### src/rtl/fetch_unit.sv
// Instruction fetch / PC stage: FETCH -> LOAD -> EXEC, one exec_valid cycle per instruction.
// Optional jump-to-self halt detection is enabled by defining FETCH_HALT_DETECT_EN.
module fetch_unit #(
    parameter logic [7:0]  RESET_PC = 8'h00,
    parameter int unsigned INSTR_W  = 12
) (
    input  logic               clk,
    input  logic               rst,
    input  logic               run,
    input  logic [INSTR_W-1:0] rom_data,
    input  logic               sel_pc,
    input  logic               sel_br,
    input  logic [7:0]         pc_in,
    output logic [7:0]         rom_addr,
    output logic [3:0]         opcode,
    output logic [7:0]         k,
    output logic [7:0]         pc,
    output logic               exec_valid,
    output logic               halted
);

    localparam int unsigned OP_W = 4;
    localparam int unsigned K_W  = 8;
    localparam logic [OP_W-1:0] OP_JUMP = 4'b0110;

    typedef enum logic [1:0] {
        ST_FETCH = 2'd0,
        ST_LOAD  = 2'd1,
        ST_EXEC  = 2'd2,
        ST_HALT  = 2'd3
    } state_e;

    state_e             state_q, state_d;
    logic [7:0]         pc_q, pc_d;
    logic [INSTR_W-1:0] ir_q, ir_d;
    logic               exec_valid_q, exec_valid_d;
    logic               halted_q, halted_d;
    logic               halt_hit_c;

`ifdef FETCH_HALT_DETECT_EN
    assign halt_hit_c = (state_q == ST_EXEC)
                      && (ir_q[INSTR_W-1 -: OP_W] == OP_JUMP)
                      && (ir_q[K_W-1:0] == pc_q);
`else
    assign halt_hit_c = 1'b0;
`endif

    always_ff @(posedge clk) begin
        if (rst) begin
            state_q <= ST_FETCH;
        end else begin
            state_q <= state_d;
        end
    end

    always_comb begin
        state_d = state_q;
        case (state_q)
            ST_FETCH: if (run) state_d = ST_LOAD;
            ST_LOAD:  state_d = ST_EXEC;
            ST_EXEC:  state_d = halt_hit_c ? ST_HALT : ST_FETCH;
`ifdef FETCH_HALT_DETECT_EN
            ST_HALT:  state_d = ST_HALT;
`endif
            default:  state_d = ST_FETCH;
        endcase
    end

    // IR capture, next-PC selection (jump > skip > increment) and registered flags.
    always_comb begin
        pc_d         = pc_q;
        ir_d         = ir_q;
        exec_valid_d = (state_d == ST_EXEC);
`ifdef FETCH_HALT_DETECT_EN
        halted_d     = halted_q | (state_d == ST_HALT);
`else
        halted_d     = 1'b0;
`endif
        if (state_q == ST_LOAD) begin
            ir_d = rom_data;
        end
        if ((state_q == ST_EXEC) && !halt_hit_c) begin
            if (sel_pc) begin
                pc_d = pc_in;
            end else if (sel_br) begin
                pc_d = pc_q + 8'd2;
            end else begin
                pc_d = pc_q + 8'd1;
            end
        end
    end

    always_ff @(posedge clk) begin
        if (rst) begin
            pc_q         <= RESET_PC;
            ir_q         <= '0;
            exec_valid_q <= 1'b0;
            halted_q     <= 1'b0;
        end else begin
            pc_q         <= pc_d;
            ir_q         <= ir_d;
            exec_valid_q <= exec_valid_d;
            halted_q     <= halted_d;
        end
    end

    assign rom_addr   = pc_q;
    assign pc         = pc_q;
    assign opcode     = ir_q[INSTR_W-1 -: OP_W];
    assign k          = ir_q[K_W-1:0];
    assign exec_valid = exec_valid_q;
    assign halted     = halted_q;

endmodule

### config.mk
export PLATFORM = sky130hd
export DESIGN_NAME = fetch_unit
export DESIGN_NICKNAME = d
export VERILOG_FILES = /design/src/rtl/fetch_unit.sv
export SDC_FILE = /design/constraint.sdc
export NUM_CORES = 1
export LEC_CHECK = 0
export CAP_MARGIN = 25
export CORE_MARGIN = 4
export CORE_UTILIZATION = 36
export DETAILED_ROUTE_END_ITERATION = 7
export PLACE_DENSITY = 0.76
export SLEW_MARGIN = 40
export SYNTH_ARGS = -nofsm -noshare
export SYNTH_HDL_FRONTEND = slang
export SYNTH_SLANG_ARGS = --single-unit
### constraint.sdc
create_clock -name clk -period 1.51 [get_ports clk]
set_input_delay 0.151 -clock clk [delete_from_list [all_inputs] [get_ports clk]]
set_output_delay 0.151 -clock clk [all_outputs]
set_load 0.03 [all_outputs]
==> impl_results.md, run 1 <==
- Maxcap violations: 0
- CP Data Arrival Time: 1.30 ns
- Drt total wl: 3.03 mm
- First-pass iteration count of the detailed router: 4
- Hold path depth: 3
- Area growth from synthesis to layout: 48.4%
- Sw power: 0.365 mW
- Worst-path clk slew: 0.13 ns
- CP required: 1.36 ns
- Slew Limit Fails: 0
- Port-buffer cells: 53
- Wire length on met2: 1.39 mm
- First-pass GRT wire length: 4.91 mm
- CP bufs+invs: 1
- Avg Cell Area, Syn: 8.10 um^2
- Vias per inst: 5.03
- Peak Freq: 691 MHz
- TritonCTS clock tree: done
- Initial antenna violation count: 0
- Sink Count: 23
- Critical path peak fanout: 1
- Core box area: 0.00308 mm^2
- Cell row count: 20
- PnR worst setup slack: 0.0618 ns
- Sequential share of power: 53.0%
- Die Wd: 64.9 um
- Worst R2R Path Depth: 4
- Layout Nets: 220
- Final setup fails: 0
- Seq cells post-synth: 23
- Outcome: completed
- Fill cells: 298
- Sequential fraction of the synthesis area: 39.5%
- Final hold viol count: 0
- Total CTS buffers: 3
- Syn_nets: 171
- Die area: 0.00421 mm^2
- Routed wl met3: 372 um
- Hold bufs inserted after CTS: 0
- Gpl congestion: 0.766
- Clk_lat worst skew: 0.31 ns
- Synth Instances: 144
- DR DRC count: 0
- Clk buf depth: 2
- Post-route ant nets: 0
- Leakage power: 0.813 nW
- Final core occ: 56.2%
- Initial Util: 37.9%
- Root Driver: clkbuf_4
- Die Y: 64.9 um
- Io pins: 55
- YS warnings: 0
- Synth Cell Area: 0.00117 mm^2
- Commonest non-fill, non-tap cell in the layout: nand2_1
- CP startpoint kind: flop
- FF-to-FF setup slack: 0.07 ns
- Crit Path Category: reg -> out
- Commonest non-fill, non-tap cells in the layout: nand2_1 (28), clkdlybuf4s50_1 (25), dlygate4sd2_1 (23), dfxtp_1 (19), a21oi_1 (17)
- Slowest-stage cell, CP: clkdlybuf4s50_1
- Vias: 1187
- CP delay by family, top: buffers and inverters
- Sw Ratio: 29.6%
- Initial DRC Count: 54
- Crit path depth: 1
- Largest net degree at the start of global routing: 28
- Gr usage total: 14.6%
- CP peak stage delay: 0.66 ns
- GRT overflow: 0
- Pre-CTS WS: -0.246 ns
- Multi-input gate area: 589 um^2
- Sequential cell area: 465 um^2
- Layout cell share with drive strength beyond 1: 9.90%
- Estimated wirelength of the detail-placed design: 2.27 mm
- Worst min-delay path class: in -> reg
- Antenna Cells: 0
- RSZ-0062 raised after global routing: false
- Pint: 0.867 mW
- WL/cell: 12.8 um
- Power, Total: 1.23 mW
- Max IR drop VDD: 0.445 mV
- Crit share post-route: 95.9%
- P per Cell Area: 712 mW/mm^2
- Critical path capture point type: output port
- Worst Skew: 0.00527 ns
- Clock network power share: 23.7%
- Post-synth cell types: 38
- H-Tree Depth: 1
- Crit path time final: 1.45 ns
- Vias in the first global route: 1072
- DR top layer: met4
- Crit-path cells: clkdlybuf4s50_1
- Wl on met1: 1.24 mm
- Combinational share of power: 23.3%
[worst reg2reg max path, stage by stage (launching register included)]
cell and delay (ns):
dfxtp_2 0.37, ha_1 0.21, mux2_2 0.31, nor4b_1 0.15, a311o_1 0.31
[repair_timing]
action                                  CTS  global route
resized for setup                        25             5
endpoints found under the setup margin   24             5
buffers inserted                          0             0
pin swaps                                 1             0
hold endpoints to repair                  0             0
gates cloned                              0             0
[cell type report]
class	count	share of cell area (%)
Clock buffer	3	1.30
Clock inverter	1	0.289
Inverter	3	0.651
Multi-Input combinational cell	100	34.1
Sequential cell	23	26.9
Tap cell	44	3.18
Timing Repair Buffer	62	33.6
[per-layer routing]
metal	vias up	GRT usage, %
li1	590	-
met1	544	17.3
met2	51	23.1
met3	2	7.11
met4	0	4.75
met5	-	0
[stage by stage]
stage                     hold slack [ns]  cell area (um^2)  TNS, ns  std cells
after floorplan                     0.287              1170        0        144
after global placement              0.442              1710   -0.404        232
after detailed placement            0.446              1710   -0.554        232
after CTS                           0.365              1720        0        236
after global routing                0.355              1730        0        236
final                               0.372              1730        0        236
[power groups by stage]
stage | sequential [mW] | combinational [mW] | clock [mW]
after floorplan | 0.715 | 0.116 | 0
after global placement | 0.666 | 0.299 | 0
after detailed placement | 0.668 | 0.305 | 0
after CTS | 0.654 | 0.290 | 0.302
after global routing | 0.659 | 0.310 | 0.328
final | 0.653 | 0.287 | 0.292
[final timing paths]
path	startpoint	to
setup / recovery	exec_valid	exec_valid
hold / removal	rom_data[10]	ir_q[10]
setup reg to reg	pc[1]	pc[6]
hold reg to reg	ir_q[11]	ir_q[11]
[flip-flops by register name (all words and copies together) (netlist names)]
register,count
pc,8
ir_q,12
state_q,2
exec_valid,1
[cells in the mapped netlist]
cell type | n | area [um^2]
nor2_1 | 4 | 15.0
ha_1 | 2 | 25.0
nand3_1 | 2 | 10.0
nor3_1 | 1 | 5.00
buf_6 | 1 | 11.3
buf_4 | 9 | 67.6
o21ai_0 | 4 | 20.0
o211ai_1 | 2 | 15.0
o22ai_1 | 1 | 6.26
inv_1 | 3 | 11.3
nand2b_1 | 5 | 31.3
a2bb2oi_1 | 1 | 8.76
nor3b_1 | 1 | 7.51
nand3b_1 | 1 | 7.51
and2b_1 | 1 | 7.51
nand4b_1 | 2 | 17.5
o311ai_0 | 1 | 8.76
conb_1 | 1 | 3.75
and4b_1 | 1 | 10.0
dfxtp_1 | 23 | 460
a2111o_1 | 1 | 11.3
mux2_2 | 1 | 11.3
a32oi_1 | 2 | 17.5
a21oi_1 | 17 | 85.1
o2111ai_1 | 1 | 8.76
a311o_1 | 2 | 20.0
or3_1 | 1 | 6.26
or4b_1 | 1 | 10.0
nand4_1 | 1 | 6.26
nor2b_1 | 6 | 37.5
and2_1 | 2 | 12.5
o31a_1 | 1 | 8.76
a31oi_1 | 1 | 6.26
nor4b_1 | 2 | 17.5
a211oi_1 | 1 | 7.51
nand2_1 | 28 | 105
or4_1 | 2 | 15.0
clkbuf_1 | 8 | 30.0
[cells by family after synthesis]
family | synth area share, %
adder cells (fa/ha/maj) | 2.15
flip-flops | 39.5
multiplexers | 0.966
buffers and inverters | 10.3
other | 0.322
AND/OR/NAND/NOR | 27.6
AO/OA/AOI/OAI | 19.2
Power figures use the tool's default switching activity.
==> run 2: changes to the inputs <==
--- a/config.mk
+++ b/config.mk
@@ -7,10 +7,10 @@
 export LEC_CHECK = 0
 export CAP_MARGIN = 25
 export CORE_MARGIN = 4
-export CORE_UTILIZATION = 36
+export CORE_UTILIZATION = 40
 export DETAILED_ROUTE_END_ITERATION = 7
-export PLACE_DENSITY = 0.76
-export SLEW_MARGIN = 40
+export GPL_TIMING_DRIVEN = 0
+export PLACE_DENSITY = 0.8
 export SYNTH_ARGS = -nofsm -noshare
 export SYNTH_HDL_FRONTEND = slang
 export SYNTH_SLANG_ARGS = --single-unit
==> constraint.sdc (replaced) <==
create_clock -name clk -period 1.41 [get_ports clk]
set_input_delay 0.141 -clock clk [delete_from_list [all_inputs] [get_ports clk]]
set_output_delay 0.141 -clock clk [all_outputs]
set_load 0.03 [all_outputs]
==> impl_results.md, run 2 (same netlist as run 1, synthesis figures left out) <==
- Outcome: finished, violations left (was completed)
- Failing checks: negative setup slack
- Gpl congestion: 0.773 (was 0.766)
- Largest Register: ir_q (unchanged)
- Grt peak-use layer: met2 (unchanged)
- WL/cell: 13.5 um (was 12.8 um)
- CP peak stage delay: 0.51 ns (was 0.66 ns)
- Min-delay src: rst (was rom_data[10])
- Met3 Use GR: 5.79% (was 7.11%)
- PnR worst setup slack: -0.0256 ns (was 0.0618 ns)
- CP delay by family, top: simple AND/OR/NAND/NOR gates (was buffers and inverters)
- Critical path peak fanout: 4 (was 1)
- Worst R2R Start: state_q[0] (was pc[1])
- Commonest non-fill, non-tap cells in the layout: nand2_1 (28), dlygate4sd2_1 (23), clkdlybuf4s50_1 (22), a21oi_1 (17), dfxtp_1 (16) (was nand2_1 (28), clkdlybuf4s50_1 (25), dlygate4sd2_1 (23), dfxtp_1 (19), a21oi_1 (17))
- Antenna Cells: 0 (unchanged)
- H-Tree Depth: 1 (unchanged)
- Leakage power: 0.770 nW (was 0.813 nW)
- Initial antenna violation count: 0 (unchanged)
- TritonCTS clock tree: done (unchanged)
- Slew Limit Fails: 0 (unchanged)
- Final Cell Area: 0.00179 mm^2 (was 0.00173 mm^2)
- CP bufs+invs: 0 (was 1)
- Hold bufs inserted after CTS: 0 (unchanged)
- P per Cell Area: 738 mW/mm^2 (was 712 mW/mm^2)
- Crit path depth: 3 (was 1)
- Area growth from synthesis to layout: 53.1% (was 48.4%)
- CP startpoint kind: flop (unchanged)
- Worst-path clk slew: 0.13 ns (about the same)
- CP Data Arrival Time: 1.70 ns (was 1.30 ns)
- Crit Path Category: reg -> reg (was reg -> out)
- Io pins: 55 (unchanged)
- Layout Nets: 228 (was 220)
- Final hold viol count: 0 (unchanged)
- First-pass GRT wire length: 4.98 mm (was 4.91 mm)
- Hold path depth: 3 (unchanged)
- Pre-CTS WS: -0.489 ns (was -0.246 ns)
- RSZ-0062 raised after global routing: true (was false)
- Largest register FFs: 12 (unchanged)
- Worst Skew: 0.0127 ns (was 0.00527 ns)
- Final setup fails: 1 (was 0)
- First-pass iteration count of the detailed router: 4 (unchanged)
- Vias per inst: 5.22 (was 5.03)
- Maxcap violations: 0 (unchanged)
- Core box area: 0.00278 mm^2 (was 0.00308 mm^2)
- Vias in the first global route: 1132 (was 1072)
- Initial Util: 41.9% (was 37.9%)
- Endpoint of the worst-slack reg-to-reg timing path: pc[7] (was pc[6])
- Post-route ant nets: 0 (unchanged)
- Commonest non-fill, non-tap cell in the layout: nand2_1 (unchanged)
- FF-to-FF setup slack: -0.03 ns (was 0.07 ns)
- Cell row count: 19 (was 20)
- Root Driver: clkbuf_4 (unchanged)
- Worst R2R Path Depth: 3 (was 4)
- Crit share post-route: 102%
- CP required: 1.68 ns (was 1.36 ns)
- Largest net degree at the start of global routing: 13 (was 28)
- Drt total wl: 3.12 mm (was 3.03 mm)
- DR DRC count: 0 (unchanged)
- Area after DPL: 0.00174 mm^2 (was 0.00171 mm^2)
- Critical path capture point type: flop (was output port)
- Clk buf depth: 2 (unchanged)
- Layout cell share with drive strength beyond 1: 18.5% (was 9.90%)
- GRT overflow: 0 (unchanged)
- Slowest-stage cell, CP: or4b_4 (was clkdlybuf4s50_1)
- Estimated wirelength of the detail-placed design: 2.33 mm (was 2.27 mm)
- Gr usage total: 17.1% (was 14.6%)
- Die Y: 62.0 um (was 64.9 um)
- Worst min-delay path class: in -> reg (unchanged)
- Total CTS buffers: 3 (unchanged)
- Max IR drop VDD: 0.697 mV (was 0.445 mV)
- Global Route met1 Usage: 20.2% (was 17.3%)
- Sink Count: 23 (unchanged)
- Clk_lat worst skew: 0.31 ns (about the same)
- Peak Freq: 697 MHz
- Vias: 1206 (was 1187)
- Initial DRC Count: 84 (was 54)
- Hold Path End: pc[4] (was ir_q[10])
- Die Wd: 62.0 um (was 64.9 um)
- Port-buffer cells: 51 (was 53)
- Met2 Use GR: 29.4% (was 23.1%)
- Crit-path cells: or4b_4 > or4_4 > nand3_2 (was clkdlybuf4s50_1)
- Die area: 0.00384 mm^2 (was 0.00421 mm^2)
- Crit path time final: 1.44 ns
==> run 2: cell count changes in the layout (fill, tap and decap cells not counted), moves of 2 or more <==
cell / delta
ha_1: -2
clkbuf_2: +5
dfxtp_4: +5
dfxtp_2: -2
clkbuf_1: +5
dfxtp_1: -3
dlymetal6s2s_1: -5
clkdlybuf4s15_1: +2
buf_4: +4
clkdlybuf4s50_1: -3
==> run 2: worst max-delay path by stage <==
stage / startpoint / end / slack (ns)
floorplan: pc[0] / pc[6] / 0.01
global placement: sel_pc / pc[4] / -0.46
detailed placement: sel_pc / pc[4] / -0.49
CTS: state_q[0] / pc[7] / -0.03
global route: state_q[0] / pc[7] / -0.06
finish: state_q[0] / pc[7] / -0.03
==> run 2: through the flow <==
step	hold slack [ns]	utilization, %	std cells	TNS (ns)	power [mW]
floorplan	0.277	-	144	0	0.889
global placement	0.441	62.7	226	-3.15	1.03
detailed placement	0.448	62.7	226	-3.17	1.04
CTS	0.156	63.5	231	-0.0263	1.33
global route	0.156	64.2	231	-0.138	1.39
finish	0.149	64.2	231	-0.0256	1.32
==> run 2: tightest hold or removal path, stage by stage <==
cell      delay, ns
buf_6          0.11
a2111o_1       0.10
o211ai_1       0.08
==> run 2: area by class of cell <==
| cell class | instances | area (um^2) |
|---|---|---|
| multi-input combinational | 100 | 637 |
| buffer | 16 | 104 |
| inverter | 3 | 11.3 |
| clock buffer | 4 | 26.3 |
| sequential | 23 | 482 |
| fill | 249 | 996 |
| tap | 31 | 38.8 |
| timing repair buffer | 54 | 487 |
==> run 2: power by group <==
group	switching [mW]	total [mW]	leakage, nW	internal (mW)
registers	0.0269	0.700	0.192	0.673
logic	0.166	0.312	0.563	0.146
clock network	0.195	0.305	0.0150	0.110
total	0.387	1.32	0.770	0.930
==> run 2: what timing repair did <==
action | CTS | global route
setup buffers | 2 | 1
resized for setup | 38 | 13
pin swaps | 0 | 1
setup endpoints to repair | 37 | 17
==> run 2: metal layers <==
layer	part of all wire [%]	up-vias
li1	-	614
met2	47	45
met4	0.87	0
met5	0	-
met1	41	543
met3	10	4
